<file path="config.mk">
export PLATFORM = sky130hd
export DESIGN_NAME = imem_loader
export DESIGN_NICKNAME = d
export VERILOG_FILES = /design/src/rtl/imem_pkg.sv /design/src/rtl/word_assembler.sv /design/src/rtl/imem_loader.sv
export SDC_FILE = /design/constraint.sdc
export NUM_CORES = 1
export LEC_CHECK = 0
export BUFFER_PORTS_ARGS = -buffer_cell sky130_fd_sc_hd__buf_2
export CAP_MARGIN = 20
export CORE_MARGIN = 2
export CORE_UTILIZATION = 30
export DETAILED_ROUTE_END_ITERATION = 10
export PLACE_DENSITY = 0.57
export RECOVER_POWER = 50
export SETUP_SLACK_MARGIN = 0.1
export SKIP_CTS_REPAIR_TIMING = 1
export SYNTH_ARGS = -nofsm -noshare
export SYNTH_HDL_FRONTEND = slang
export SYNTH_SLANG_ARGS = --single-unit
export TNS_END_PERCENT = 50
</file>
<file path="constraint.sdc">
create_clock -name Clk -period 1.55 [get_ports Clk]
set_input_delay 0.31 -clock Clk [delete_from_list [all_inputs] [get_ports Clk]]
set_output_delay 0.31 -clock Clk [all_outputs]
set_load 0.1 [all_outputs]
</file>
<file path="src/rtl/imem_pkg.sv">
`default_nettype none
// ============================================================================
//  Module      : imem_pkg
//  Description : Shared loader state encoding and word-format constants.
//  Revision    : 1.0 - initial release
// ============================================================================
package imem_pkg;

    localparam int BYTES_PER_WORD = 4;

    typedef enum logic [2:0] {
        S_IDLE    = 3'd0,
        S_COLLECT = 3'd1,
        S_WRITE   = 3'd2,
        S_HOLD    = 3'd3,
        S_DONE    = 3'd4
    } state_t;

endpackage
`default_nettype wire

</file>
<file path="src/rtl/word_assembler.sv">
`default_nettype none
// ============================================================================
//  Module      : word_assembler
//  Description : Big-endian byte-to-word shift register with a byte counter.
//  Revision    : 1.0 - initial release
// ============================================================================
module word_assembler
    import imem_pkg::*;
(
    input  logic        clk,
    input  logic        rst_n,
    input  logic        i_clear,
    input  logic        i_shift,
    input  logic [7:0]  i_byte,
    output logic [31:0] o_word,
    output logic        o_word_ready
);

    localparam int                 CNT_W = $clog2(BYTES_PER_WORD);
    localparam logic [CNT_W-1:0]   C_LAST = CNT_W'(BYTES_PER_WORD - 1);

    // Only the first three bytes need storage; the fourth is used as it arrives.
    logic [23:0]      shift_q, shift_d;
    logic [CNT_W-1:0] cnt_q, cnt_d;

    always_comb begin
        shift_d = shift_q;
        cnt_d   = cnt_q;
        if (i_clear) begin
            shift_d = '0;
            cnt_d   = '0;
        end else if (i_shift) begin
            shift_d = {shift_q[15:0], i_byte};
            cnt_d   = cnt_q + 1'b1;
        end
    end

    always_ff @(posedge clk or negedge rst_n) begin
        if (!rst_n) begin
            shift_q <= '0;
            cnt_q   <= '0;
        end else begin
            shift_q <= shift_d;
            cnt_q   <= cnt_d;
        end
    end

    assign o_word       = {shift_q, i_byte};
    assign o_word_ready = i_shift && !i_clear && (cnt_q == C_LAST);

endmodule
`default_nettype wire

</file>
<file path="src/rtl/imem_loader.sv">
`default_nettype none
// ============================================================================
//  Module      : imem_loader
//  Description : Loads a byte stream into instruction memory as big-endian
//                words while holding the fetch unit in reset.
//  Revision    : 1.0 - initial release
// ============================================================================
module imem_loader
    import imem_pkg::*;
#(
    parameter int ADDR_WIDTH = 7,
    parameter int HOLD_EXTRA = 4
) (
    input  logic                Clk,
    input  logic                Reset,
    input  logic                Start,
    input  logic [ADDR_WIDTH:0] WordCount,
    input  logic [7:0]          RxData,
    input  logic                RxValid,
    input  logic                MemReady,
    output logic                MemWrite,
    output logic [31:0]         MemAddress,
    output logic [31:0]         MemWriteData,
    output logic                CpuHold,
    output logic                Busy,
    output logic                Done,
    output logic                Overrun,
    output logic [31:0]         Checksum
);

    localparam logic [ADDR_WIDTH:0] C_MAX_WORDS = {1'b1, {ADDR_WIDTH{1'b0}}};
    localparam int                  HOLD_W      = (HOLD_EXTRA > 1) ? $clog2(HOLD_EXTRA) : 1;
    localparam logic [HOLD_W-1:0]   C_HOLD_LAST = HOLD_W'((HOLD_EXTRA > 0) ? HOLD_EXTRA - 1 : 0);

    state_t              state_q, state_d;
    logic [ADDR_WIDTH:0] count_q, count_d;
    logic [ADDR_WIDTH:0] idx_q, idx_d;
    logic [31:0]         addr_q, addr_d;
    logic [31:0]         data_q, data_d;
    logic [31:0]         csum_q, csum_d;
    logic                ovr_q, ovr_d;
    logic [HOLD_W-1:0]   hold_q, hold_d;

    logic                asm_clear;
    logic                asm_shift;
    logic [31:0]         asm_word;
    logic                asm_ready;
    logic [ADDR_WIDTH:0] idx_inc;

    assign idx_inc = idx_q + 1'b1;

    word_assembler u_asm (
        .clk          (Clk),
        .rst_n        (Reset),
        .i_clear      (asm_clear),
        .i_shift      (asm_shift),
        .i_byte       (RxData),
        .o_word       (asm_word),
        .o_word_ready (asm_ready)
    );

    always_comb begin
        state_d   = state_q;
        count_d   = count_q;
        idx_d     = idx_q;
        addr_d    = addr_q;
        data_d    = data_q;
        csum_d    = csum_q;
        ovr_d     = ovr_q;
        hold_d    = hold_q;
        asm_clear = 1'b0;
        asm_shift = 1'b0;

        case (state_q)
            S_IDLE: begin
                if (Start) begin
                    csum_d    = '0;
                    ovr_d     = 1'b0;
                    idx_d     = '0;
                    asm_clear = 1'b1;
                    if (WordCount == '0) begin
                        state_d = S_DONE;
                    end else begin
                        count_d = (WordCount > C_MAX_WORDS) ? C_MAX_WORDS : WordCount;
                        state_d = S_COLLECT;
                    end
                end
            end
            S_COLLECT: begin
                asm_shift = RxValid;
                // Capture address and data as the word completes so they stay
                // frozen through the write and afterwards.
                if (asm_ready) begin
                    data_d  = asm_word;
                    addr_d  = 32'({idx_q, 2'b00});
                    state_d = S_WRITE;
                end
            end
            S_WRITE: begin
                if (RxValid) begin
                    ovr_d = 1'b1;
                end
                if (MemReady) begin
                    csum_d  = csum_q ^ data_q;
                    idx_d   = idx_inc;
                    hold_d  = '0;
                    state_d = (idx_inc == count_q) ? S_HOLD : S_COLLECT;
                end
            end
            S_HOLD: begin
                if (hold_q == C_HOLD_LAST) begin
                    state_d = S_DONE;
                end else begin
                    hold_d = hold_q + 1'b1;
                end
            end
            S_DONE: begin
                state_d = S_IDLE;
            end
            default: begin
                state_d = S_IDLE;
            end
        endcase
    end

    always_ff @(posedge Clk or negedge Reset) begin
        if (!Reset) begin
            state_q <= S_IDLE;
            count_q <= '0;
            idx_q   <= '0;
            addr_q  <= '0;
            data_q  <= '0;
            csum_q  <= '0;
            ovr_q   <= 1'b0;
            hold_q  <= '0;
        end else begin
            state_q <= state_d;
            count_q <= count_d;
            idx_q   <= idx_d;
            addr_q  <= addr_d;
            data_q  <= data_d;
            csum_q  <= csum_d;
            ovr_q   <= ovr_d;
            hold_q  <= hold_d;
        end
    end

    assign MemWrite     = (state_q == S_WRITE);
    assign MemAddress   = addr_q;
    assign MemWriteData = data_q;
    assign Busy         = (state_q != S_IDLE);
    assign CpuHold      = (state_q != S_IDLE);
    assign Done         = (state_q == S_DONE);
    assign Overrun      = ovr_q;
    assign Checksum     = csum_q;

endmodule
`default_nettype wire
</file>
==> impl_metrics.toml <==
[cells_and_area]
drive_gt1_frac = 0.376
layoutNonFillerInstCount = 904
syn_to_final_growth_pct = 40.3
nets = 688
final_common_cell = "dfrtp_1"
diodes = 0
final_core_util = 0.432
fill_cells = 1676
multi_input_area_um2 = 2410
seq_area_um2 = 3010
layout_common_cells = "dfrtp_1 (118), nand2_1 (103), buf_4 (67), clkbuf_4 (42), mux2_4 (40)"
final_cell_area_um2 = 7810

[place]
hpwl_mm = 9.37
numPortBuffers = 97
post_dp_cell_area_um2 = 6600
dpl.cell_count = 850
gp_congestion = 0.825
dpl_worst_slack_ns = -0.0962

[global_routing]
met3_usage = 0.0376
top_usage_layer = "met2"
antenna_found_initial = 0
met2_usage = 0.216
grtUsageTotal = 0.138
grt_pass1_vias = 3908
grt_max_degree = 65
grt_first_pass_wirelength_mm = 21.2
grt_use_met1 = 0.181
overflow = 0

[yosys]
synth_cell_types = 44
yosysWarnings = 0
yosys.area.top_type = "dfrtp_1"
syn_area_per_cell_um2 = 10.9
synth_area_um2 = 5570
synth_area_leaders = "dfrtp_1 (54%), mux2_4 (11%), nand2_1 (7.4%)"
synthArstFlopShare = 1.00
ys_seq_elements = 120
synthFlopType = "dfrtp_1"
synth_top_area_frac = 0.539
syn_inst = 511
synth-edff-count = 0
seq_area_frac_synth = 0.539

[die]
initial_utilization = 0.308
die_y_um = 140
core_area_um2 = 18100
die_w_um = 140
std_cell_rows = 49
pin_count = 122
dieArea_um2 = 19700

[drt]
avgRoutedWirePerCell_um = 15.7
drt_iter0_markers = 243
drc = 0
route.vias.total = 4075
wl_mm = 14.2
ant_nets = 0
vias_per_cell = 4.51
dr.pass1.iters = 4

[pwr]
power.density_nw_per_um2 = 2280
vdd.ir_drop.worst_mv = 1.41
power_mw = 17.8
leakagePower_nw = 3.95

[job]
max-cap-violations = 0

[sta]
relSlewSlack = 0.416
rsz0062_at_grt = "yes"
tns_ns = -13.45
drv_slew = 0
tightest_slew_ns = 0.876
finalCritPeriodShare = 1.22
min_period_ns = 1.88
clock_skew_ns = 0.00703
report.final.hold_viol_count = 0
clock.fmax_ghz = 0.531
finalSetupViolCount = 118
holdWs_ns = 0.134
layout_setup_ws_ns = -0.334

[clocking]
ctsHtreeMaxLevel = 4
cts_num_sinks = 120
clk_latency_ns = 0.42
clk_pin_slew_ns = 0.06
cts_buffer_depth = 2
cts_root_buffer = "clkbuf_16"
cts_tree = "built"
numCtsBuffers = 17

[worst_setup_path]
cp_max_fo = 5
crit_required_ns = 1.24
cp-start-kind = "flip-flop"
crit_arrival_ns = 1.57
worst-setup-path-type = "reg2out"
end_kind = "primary output"

[hold_path]
hold_class = "in2reg"

[status]
violations = "negative setup slack"
status = "finished, violations left"
## where the power goes
group,total [mW],switching (mW),internal (mW)
clock,3.94,1.40,2.55
combinational,9.00,6.23,2.77
sequential,4.84,0.795,4.05
## final timing paths
check / from / endpoint / cells after the start / slack, ns
min in group asynchronous: Reset / count_q[3] / 3 / 0.66
worst min-delay path: RxData[2] / u_asm.shift_q[2] / 3 / 0.13
worst min register to register: count_q[5] / count_q[5] / 2 / 0.48
worst max register to register: state_q[0] / MemWriteData[5] / 6 / -0.17
worst max-delay path: state_q[0] / CpuHold / 3 / -0.33
max in group asynchronous: Reset / Checksum[16] / 3 / 0.28
## cells in the mapped netlist (3+ instances only)
master,n
buf_2,9
a21oi_1,5
o31ai_1,3
nor3_1,5
nor3b_1,3
a22o_1,4
xor2_1,38
o21ai_0,36
mux2_4,40
nand2_1,110
buf_6,4
o21ai_1,5
dfrtp_1,120
buf_4,27
nand3_1,5
xnor2_1,5
nor2_1,38
nand3b_1,7
and3_1,4
nor2b_1,3
clkbuf_1,13
ha_1,3
## area by class of cell
| class | count | share of cell area |
|---|---|---|
| clock buffers | 22 | 0.0582 |
| well taps | 229 | 0.0367 |
| flip-flops and latches | 120 | 0.385 |
| clock inverters | 8 | 0.0159 |
| multi-input cells | 360 | 0.309 |
| repair buffers | 164 | 0.194 |
| inverters | 1 | 0.000961 |
## kinds of logic (layout without fill, tap and decap cells)
logic type / Yosys count / after routing / synth area share
adders and majority gates: 3 / 3 / 0.00674
xor gates and xnor gates: 43 / 43 / 0.0677
buffers and inverters: 54 / 195 / 0.0620
muxes: 42 / 42 / 0.112
other: 1 / 24 / 0.000674
and+or+nand+nor: 188 / 188 / 0.150
AOI/OAI and AO/OA: 60 / 60 / 0.0620
DFF: 120 / 120 / 0.539
## critical path: stages, from the launching register on
cell     delay, ns
dfrtp_2       0.43
buf_6         0.14
or3_4         0.40
buf_12        0.18
## metal layers
layer,vias up,wire [um]
met1,2001,6660
met5,-,0
met3,20,607
li1,1944,-
met2,110,6670
met4,0,269
## registers in the layout (all words and copies together), names as in the netlist
register,cells
u_asm.shift_q,24
idx_q,8
state_q,3
MemAddress,8
count_q,8
Overrun,1
u_asm.cnt_q,2
Checksum,32
MemWriteData,32
hold_q,2
(Power assumes the default switching activity.)
